File: config.mk
export PLATFORM = sky130hd
export DESIGN_NAME = alu_mul_seq
export DESIGN_NICKNAME = d
export VERILOG_FILES = /design/src/rtl/alu_mul_seq.sv
export SDC_FILE = /design/constraint.sdc
export NUM_CORES = 1
export LEC_CHECK = 0
export CAP_MARGIN = 20
export CORE_MARGIN = 2
export CORE_UTILIZATION = 44
export CTS_CLUSTER_SIZE = 8
export DETAILED_ROUTE_END_ITERATION = 16
export PLACE_DENSITY = 0.85
export SLEW_MARGIN = 20
export SYNTH_ARGS = -nofsm -noshare
export SYNTH_HDL_FRONTEND = slang
export SYNTH_SLANG_ARGS = --single-unit
File: constraint.sdc
create_clock -name clk_i -period 2.98 [get_ports clk_i]
set_clock_uncertainty 0.1 [all_clocks]
set_input_delay 0.298 -clock clk_i [delete_from_list [all_inputs] [get_ports clk_i]]
set_output_delay 0.298 -clock clk_i [all_outputs]
set_load 0.02 [all_outputs]
File: src/rtl/alu_mul_seq.sv
// Unsigned 32x32->64 shift-add multiplier that borrows the shared 32-bit ALU for every add and carry recovery.
// Optional macro ALU_MUL_ZERO_SKIP_EN: shift zero multiplier bits locally without requesting the ALU.
module alu_mul_seq #(
  parameter logic [3:0]  CTRL_ADD = 4'b0010,
  parameter logic [3:0]  CTRL_CMP = 4'b1000,
  parameter int unsigned ITER     = 32
) (
  input  logic        clk_i,
  input  logic        rst_n,
  input  logic        start_i,
  input  logic [31:0] mcand_i,
  input  logic [31:0] mplier_i,
  output logic        busy_o,
  output logic        done_o,
  output logic [31:0] prod_hi_o,
  output logic [31:0] prod_lo_o,
  output logic        alu_req_o,
  input  logic        alu_gnt_i,
  output logic [31:0] alu_src1_o,
  output logic [31:0] alu_src2_o,
  output logic [3:0]  alu_ctrl_o,
  input  logic [31:0] alu_result_i
);

  typedef enum logic [1:0] {
    S_IDLE,
    S_ADD,
    S_CARRY,
    S_DONE
  } state_e;

  localparam logic [4:0] CNT_LAST = 5'(ITER - 1);

  state_e      state_q, state_d;
  logic [31:0] mcand_q, mcand_d;
  logic [31:0] hi_q, hi_d;
  logic [31:0] lo_q, lo_d;
  logic [31:0] sum_q, sum_d;
  logic [4:0]  cnt_q, cnt_d;
  logic        skip_bit;

`ifdef ALU_MUL_ZERO_SKIP_EN
  assign skip_bit = ~lo_q[0];
`else
  assign skip_bit = 1'b0;
`endif

  // NOTE: every signal written here gets a default first, so no path can leave one unassigned and infer a latch.
  always_comb begin
    state_d    = state_q;
    mcand_d    = mcand_q;
    hi_d       = hi_q;
    lo_d       = lo_q;
    sum_d      = sum_q;
    cnt_d      = cnt_q;
    done_o     = 1'b0;
    alu_req_o  = 1'b0;
    alu_src1_o = '0;
    alu_src2_o = '0;
    alu_ctrl_o = CTRL_ADD;

    case (state_q)
      S_IDLE: begin
        if (start_i) begin
          mcand_d = mcand_i;
          lo_d    = mplier_i;
          hi_d    = '0;
          cnt_d   = '0;
          state_d = S_ADD;
        end
      end

      S_ADD: begin
        if (skip_bit) begin
          hi_d    = {1'b0, hi_q[31:1]};
          lo_d    = {hi_q[0], lo_q[31:1]};
          cnt_d   = cnt_q + 5'd1;
          state_d = (cnt_q == CNT_LAST) ? S_DONE : S_ADD;
        end else begin
          alu_req_o  = 1'b1;
          alu_src1_o = hi_q;
          alu_src2_o = lo_q[0] ? mcand_q : 32'd0;
          alu_ctrl_o = CTRL_ADD;
          if (alu_gnt_i) begin
            sum_d   = alu_result_i;
            state_d = S_CARRY;
          end
        end
      end

      S_CARRY: begin
        // sum < hi (unsigned) exactly when the preceding add carried out of bit 31.
        alu_req_o  = 1'b1;
        alu_src1_o = sum_q;
        alu_src2_o = hi_q;
        alu_ctrl_o = CTRL_CMP;
        if (alu_gnt_i) begin
          hi_d    = {alu_result_i[0], sum_q[31:1]};
          lo_d    = {sum_q[0], lo_q[31:1]};
          cnt_d   = cnt_q + 5'd1;
          state_d = (cnt_q == CNT_LAST) ? S_DONE : S_ADD;
        end
      end

      S_DONE: begin
        done_o  = 1'b1;
        state_d = S_IDLE;
      end

      default: state_d = S_IDLE;
    endcase
  end

  // NOTE: sequential state uses non-blocking assignments so every flop samples pre-edge values.
  always_ff @(posedge clk_i or negedge rst_n) begin
    if (!rst_n) begin
      state_q <= S_IDLE;
      mcand_q <= '0;
      hi_q    <= '0;
      lo_q    <= '0;
      sum_q   <= '0;
      cnt_q   <= '0;
    end else begin
      state_q <= state_d;
      mcand_q <= mcand_d;
      hi_q    <= hi_d;
      lo_q    <= lo_d;
      sum_q   <= sum_d;
      cnt_q   <= cnt_d;
    end
  end

  assign busy_o    = (state_q != S_IDLE);
  assign prod_hi_o = hi_q;
  assign prod_lo_o = lo_q;

endmodule
==> metrics.txt, run 1 <==
maximum operating frequency=~350 MHz; number of maximum-capacitance violations=0; Post-Syn Instances=556; count of standard-cell rows=44; run status=finished, final reports clean; parity-gate share of the synthesized area counting xor and xnor cells=0%; simple logic cell fraction of the synthesized area=7.608%; layout overhead on the synthesized area=48.64%; initial core utilization=about 45%; post-synthesis average cell area=11.65 um^2; Post-Synth Adder-Cell Area=1.738%; number of max-slew violations in the final report=0; number of routed nets with antenna violations=0; worst hold slack=316.7 ps; DP Worst Slack=between 300 and 400 ps; largest net degree at the start of global routing=78; weighted congestion reported at the end of routability-driven placement=0.8646; most frequently used flop master after synthesis=dfrtp_1; Tcrit/Tclk final=96.94%; vias after detailed routing=5576; cell area after technology mapping=6480 um^2; standard cell with the maximum stage delay on the critical path=clkdlybuf4s50_1; Req. time, crit path=2580 ps; # IOs=around 240; ranking of synthesized cells by area=dfrtp_1, mux2_2, a22oi_1; post-synthesis async set-or-reset flop share=100.0%; Max stage delay on crit path=630 ps; Seq cells post-synth=135; number of enable flip-flop cells after synthesis=0; Filler Cell Count=about 1100; Distinct cells, synth=32; # H-tree levels=4; cell chosen for the clock root=clkbuf_16; TritonCTS clock tree=yes; total placed instance area=8979 um^2; worst relative slew slack=61.97%; Worst Tran Pin Value=570.5 ps; clock transition at the registers of the reported paths=about 50 ps; number of warnings issued by yosys=0; horizontal die dimension=125.4 um; antenna fix cells=0; TritonCTS Buffers=17; clk_lat worst skew=420 ps; Design Power=10.35 mW; via/cell ratio=between 5 and 6; detailed-placement wirelength estimate=13610 um; Total Routed Length=19610 um; Synth area leader=dfrtp_1; post-synthesis sequential area ratio=52.13%; final net count=between 800 and 900; gr ovfl total=0; crit-path cells=inv_1 > ha_2 > buf_8 > a22oi_1 > nor2b_1 > clkdlybuf4s50_1; area inside the core boundary=between 10000 and 15000 um^2; Min-Delay Path Class=input port to async pin; count of final setup violators=0; dominant combinational cell family by area after synthesis=compound AO/OA/AOI/OAI gates; mux cell area share after synthesis=16.47%; worst setup slack after layout=approximately 90 ps; share of post-route cells with drive strength above 1=15.37%; drc violations=0; number of hold violations in the final report=0; routed len/inst=20.20 um; post-CTS setup buffers=0; PwrDens=around 1100 nW/um^2; leakage power=4.165 nW; critical path peak fanout=38; peak supply drop=roughly 0.64 mV; RSZ-0062 raised after global routing=no; input/output buffers=232; vias in the first global route=around 5700; post-layout minimum cycle time=2889 ps; first-iteration detailed-routing DRC count=331; final instance area=9632 um^2; cell count after placement=938; Data arrival, critical path=2490 ps; kind of critical path=flip-flop to primary output; share of the synthesized area in the top cell type=52.13%; setup tns final=0 ps; overall die area=approximately 16000 um^2; global-route wire length before repair=30550 um; number of cells in the finished layout apart from fillers=971; Num Clock Sinks=135; critical path endpoint category=primary output; DIE HEIGHT=125.4 um; sort of element at the start of the critical path=flip-flop; Bufs on Longest Clock Path=2; All-Layer GR Usage=24.59%; utilization after layout=approximately 67%; length of the first detailed-routing pass in iterations=5; synthesized-area fraction occupied by ao, oa, aoi and oai cells=17.86%; antenna violations before repair=0
[cells in the mapped netlist, drive strengths merged, types with 2 or more instances]
| library cell | number |
|---|---|
| dfrtp | 135 |
| o21ai | 69 |
| mux2 | 66 |
| nor2b | 64 |
| a22oi | 63 |
| clkbuf | 33 |
| a22o | 32 |
| mux2i | 32 |
| buf | 21 |
| ha | 9 |
| nand2 | 7 |
| inv | 5 |
| a31oi | 2 |
| and3 | 2 |
| nand2b | 2 |
| nand3 | 2 |
| nand3b | 2 |
[cells in the final DEF (no fill, tap or decap), drive strengths merged]
| cell | Yosys | layout |
|---|---|---|
| clkdlybuf4s50 | 0 | 211 |
| dfrtp | 135 | 135 |
| o21ai | 69 | 69 |
| mux2 | 66 | 66 |
| nor2b | 64 | 64 |
| a22oi | 63 | 63 |
| a22o | 32 | 32 |
| mux2i | 32 | 32 |
| clkbuf | 33 | 22 |
| buf | 21 | 20 |
| dlymetal6s2s | 0 | 19 |
| ha | 9 | 9 |
| nand2 | 7 | 7 |
| clkinv | 0 | 7 |
| inv | 5 | 5 |
| and3 | 2 | 2 |
| nand2b | 2 | 2 |
| a31oi | 2 | 2 |
| nand3 | 2 | 2 |
| nand3b | 2 | 2 |
| conb | 1 | 2 |
| bufinv | 0 | 2 |
| a21boi | 1 | 1 |
| and2 | 1 | 1 |
| or2 | 1 | 1 |
| o21bai | 1 | 1 |
| nor2 | 1 | 1 |
| a21oi | 1 | 1 |
| o311ai | 1 | 1 |
| o211ai | 1 | 1 |
| a41o | 1 | 1 |
| clkinvlp | 0 | 1 |
| dlygate4sd3 | 0 | 1 |
| dlygate4sd2 | 0 | 1 |
[layout make-up]
type | instances | area (um^2) | area share (%)
clock buffer | 22 | 464.2 | 4.819
sequential | 135 | 3378 | 35.07
clock inverter | 10 | 102.6 | 1.065
tap | 184 | 230.2 | 2.390
timing repair buffer | 252 | 2590 | 26.89
multi-input combinational | 363 | 2848 | 29.57
inverter | 5 | 18.77 | 0.1949
[path summary, 6_finish.rpt]
path | cells past startpoint | end | startpoint | slack [ps]
worst max-delay path | 6 | alu_src1_o[13] | state_q[0]$_DFFE_PN0P_ | 90
worst min-delay path | 2 | prod_lo_o[24]$_DFFE_PN0P_ | rst_n | 320
worst max register to register | 7 | prod_lo_o[25]$_DFFE_PN0P_ | state_q[0]$_DFFE_PN0P_ | 410
worst min register to register | 1 | mcand_q[9]$_DFFE_PN0P_ | mcand_q[9]$_DFFE_PN0P_ | 410
max in group asynchronous | 3 | sum_q[7]$_DFFE_PN0P_ | rst_n | 1630
min in group clk_i | 2 | sum_q[22]$_DFFE_PN0P_ | alu_result_i[22] | 390
[power by group]
group          total, mW  internal (mW)  leakage [nW]  switching (mW)
Clock               2.02           1.26         0.283           0.758
Combinational       5.06           2.45          2.20            2.62
Sequential          3.27           2.63          1.68           0.641
[layer usage]
metal / global-route usage [%] / part of all wire, %
met5: 0 / 0
met4: 11.63 / 3.5
met3: 5.819 / 5.9
met2: 40.98 / 50
met1: 30.31 / 40
[registers in the layout (all words and copies together) (netlist names)]
name	count
sum_q	32
prod_lo_o	32
prod_hi_o	32
cnt_q	5
state_q	2
mcand_q	32
[cells by family (layout without fill, tap and decap cells)]
kind of cell / Yosys count / in the layout
muxes: 98 / 98
other: 1 / 2
buffers and inverters: 59 / 289
and+or+nand+nor: 82 / 82
adders and majority gates: 9 / 9
DFF: 135 / 135
AOI/OAI and AO/OA: 172 / 172
[critical path: cells and delay by family, from the launching register on]
kind            cells  cell delay (ps)
simple gates        1              140
buf+inv             3             1060
compound gates      1              140
flops               1              450
fa+ha+maj           1              240
[timing repair]
item                                    4_1_cts  5_1_grt
cloned                                        0        0
endpoints found under the setup margin        5       49
endpoints found under the hold margin        58        0
hold buffers                                  1        0
resized for setup                             3       25
No activity file was read; power rests on OpenSTA's default activity.
==> run 2, diff against run 1 <==
--- a/config.mk
+++ b/config.mk
@@ -8,7 +8,7 @@
 export CAP_MARGIN = 20
 export CORE_MARGIN = 2
 export CORE_UTILIZATION = 44
-export CTS_CLUSTER_SIZE = 8
+export CTS_CLUSTER_SIZE = 12
 export DETAILED_ROUTE_END_ITERATION = 16
 export PLACE_DENSITY = 0.85
 export SLEW_MARGIN = 20
==> results of run 2 <==
No change in the layout: final DEF, timing and power equal those of run 1.
==> run 3, diff against run 2 <==
--- a/config.mk
+++ b/config.mk
@@ -7,10 +7,10 @@
 export LEC_CHECK = 0
 export CAP_MARGIN = 20
 export CORE_MARGIN = 2
-export CORE_UTILIZATION = 44
+export CORE_UTILIZATION = 40
 export CTS_CLUSTER_SIZE = 12
 export DETAILED_ROUTE_END_ITERATION = 16
-export PLACE_DENSITY = 0.85
+export PLACE_DENSITY = 0.79
 export SLEW_MARGIN = 20
 export SYNTH_ARGS = -nofsm -noshare
 export SYNTH_HDL_FRONTEND = slang
==> run 3 against run 2 <==
Against the previous run:
- first-iteration DRC count increased by 15%
- count of clock-buffer cells in the layout down 1
- sequential share of layout area decreased by 0.15 points
- clock power about the same
- sequential cell count unchanged
- die area grew 9.7%
- critical path type unchanged
- largest cell class unchanged
- highest routed layer unchanged
==> metrics.txt, run 3 (synthesis results as in run 1) <==
kind of critical path=flip-flop to primary output; peak supply drop=approximately 0.60 mV; # IOs=about 240; All-Layer GR Usage=23.16%; post-CTS setup buffers=0; weighted congestion reported at the end of routability-driven placement=0.8185; leakage power=4.020 nW; gr ovfl total=0; routed len/inst=19.64 um; worst relative slew slack=about two fifths; total placed instance area=between 9000 and 10000 um^2; antenna violations before repair=0; share of post-route cells with drive strength above 1=roughly 16%; input/output buffers=232; Max stage delay on crit path=630 ps; Design Power=10.35 mW; maximum operating frequency=345.3 MHz; crit-path cells=inv_1 > ha_1 > buf_12 > nor2b_1 > clkdlybuf4s50_1; layout overhead on the synthesized area=49.26%; area inside the core boundary=15890 um^2; vias in the first global route=5708; Tcrit/Tclk final=97.19%; Filler Cell Count=1307; worst setup slack after layout=83.67 ps; most common cell after layout, fill and taps aside=clkdlybuf4s50_1; count of standard-cell rows=46; number of hold violations in the final report=0; count of final setup violators=0; sort of element at the start of the critical path=flip-flop; cell chosen for the clock root=clkbuf_16; worst-case register-to-register setup slack=between 600 and 700 ps; via/cell ratio=5.400; highest-count cells in the layout ignoring fill and taps=clkdlybuf4s50_1, dfrtp_1, o21ai_0, mux2_2; number of routed nets with antenna violations=0; TritonCTS clock tree=yes; clock transition at the registers of the reported paths=around 50 ps; first-iteration detailed-routing DRC count=380; length of the first detailed-routing pass in iterations=5; overall die area=roughly 17000 um^2; worst hold slack=350.9 ps; antenna fix cells=0; number of maximum-capacitance violations=0; PwrDens=around 1100 nW/um^2; horizontal die dimension=131.3 um; Worst Tran Pin Value=just under 900 ps; global-route wire length before repair=31660 um; Data arrival, critical path=roughly 2500 ps; Req. time, crit path=roughly 2600 ps; final net count=about 900; largest net degree at the start of global routing=70; DIE HEIGHT=131.3 um; number of max-slew violations in the final report=0; Bufs on Longest Clock Path=2; critical path endpoint category=primary output; Total Routed Length=19700 um; Min-Delay Path Class=input port to async pin; critical path peak fanout=54; run status=finished, final reports clean; initial core utilization=40.79%; post-layout minimum cycle time=2896 ps; DP Worst Slack=around 440 ps; clk_lat worst skew=410 ps; detailed-placement wirelength estimate=13600 um; vias after detailed routing=5416; # H-tree levels=4; final instance area=between 9000 and 10000 um^2; drc violations=0; utilization after layout=60.89%; TritonCTS Buffers=17; standard cell with the maximum stage delay on the critical path=clkdlybuf4s50_1; Num Clock Sinks=135
run 3: changes by cell type in the layout (fill, tap and decap cells not counted), sizes merged:
cell,delta
dlygate4sd2,-1
clkdlybuf4s50,+8
dlymetal6s2s,-7
bufinv,-1
clkinvlp,+4
clkinv,-2
clkbuf,-1
run 3: timing repair:
action | 4_1_cts | 5_1_grt
pin swaps | 0 | 0
endpoints found under the hold margin | 66 | 0
hold buffers | 1 | 0
endpoints found under the setup margin | 11 | 49
gates resized for setup | 3 | 17
run 3: path summary, 6_finish.rpt:
kind | startpoint | to | cells past startpoint
worst max-delay path | state_q[0]$_DFFE_PN0P_ | alu_src1_o[17] | 5
worst min-delay path | rst_n | prod_lo_o[26]$_DFFE_PN0P_ | 2
worst max register to register | state_q[0]$_DFFE_PN0P_ | prod_lo_o[27]$_DFFE_PN0P_ | 6
worst min register to register | sum_q[0]$_DFFE_PN0P_ | sum_q[0]$_DFFE_PN0P_ | 1
max in group asynchronous | rst_n | prod_lo_o[3]$_DFFE_PN0P_ | 3
min in group clk_i | mcand_i[24] | mcand_q[24]$_DFFE_PN0P_ | 2
run 3: worst max-delay path: cells and delay by family, from the launching register on:
family,cells,cell delay (ps)
DFF,1,440
adders and majority gates,1,390
buffers and inverters,3,1010
and+or+nand+nor,1,220
run 3: routing by layer:
metal	routed length, um	track usage, %	part of all wire [%]
met1	8239	29.13	42
met2	9824	38.65	50
met3	985	4.552	5.0
met4	650	10.63	3.3
met5	0	0	0
run 3: cell type report:
type,instances,area (um^2),area share [%]
clock buffers,21,470.5,4.864
clock inverters,11,100.1,1.035
multi-input cells,363,2858,29.55
flip-flops and latches,135,3378,34.93
repair buffers,252,2576,26.64
well taps,216,270.3,2.794
inverters,5,18.77,0.1940
run 3: stage by stage:
step | TNS [ps] | std cells
2_1_floorplan | 0 | 557
3_3_place_gp | 0 | 970
3_5_place_dp | 0 | 970
4_1_cts | 0 | 1003
5_1_grt | -6.683 | 1003
6_report | 0 | 1003
run 3: power breakdown:
part           switching, mW  internal, mW
logic                   2.60          2.49
clock network          0.780          1.21
registers              0.639          2.63
total                   4.02          6.33
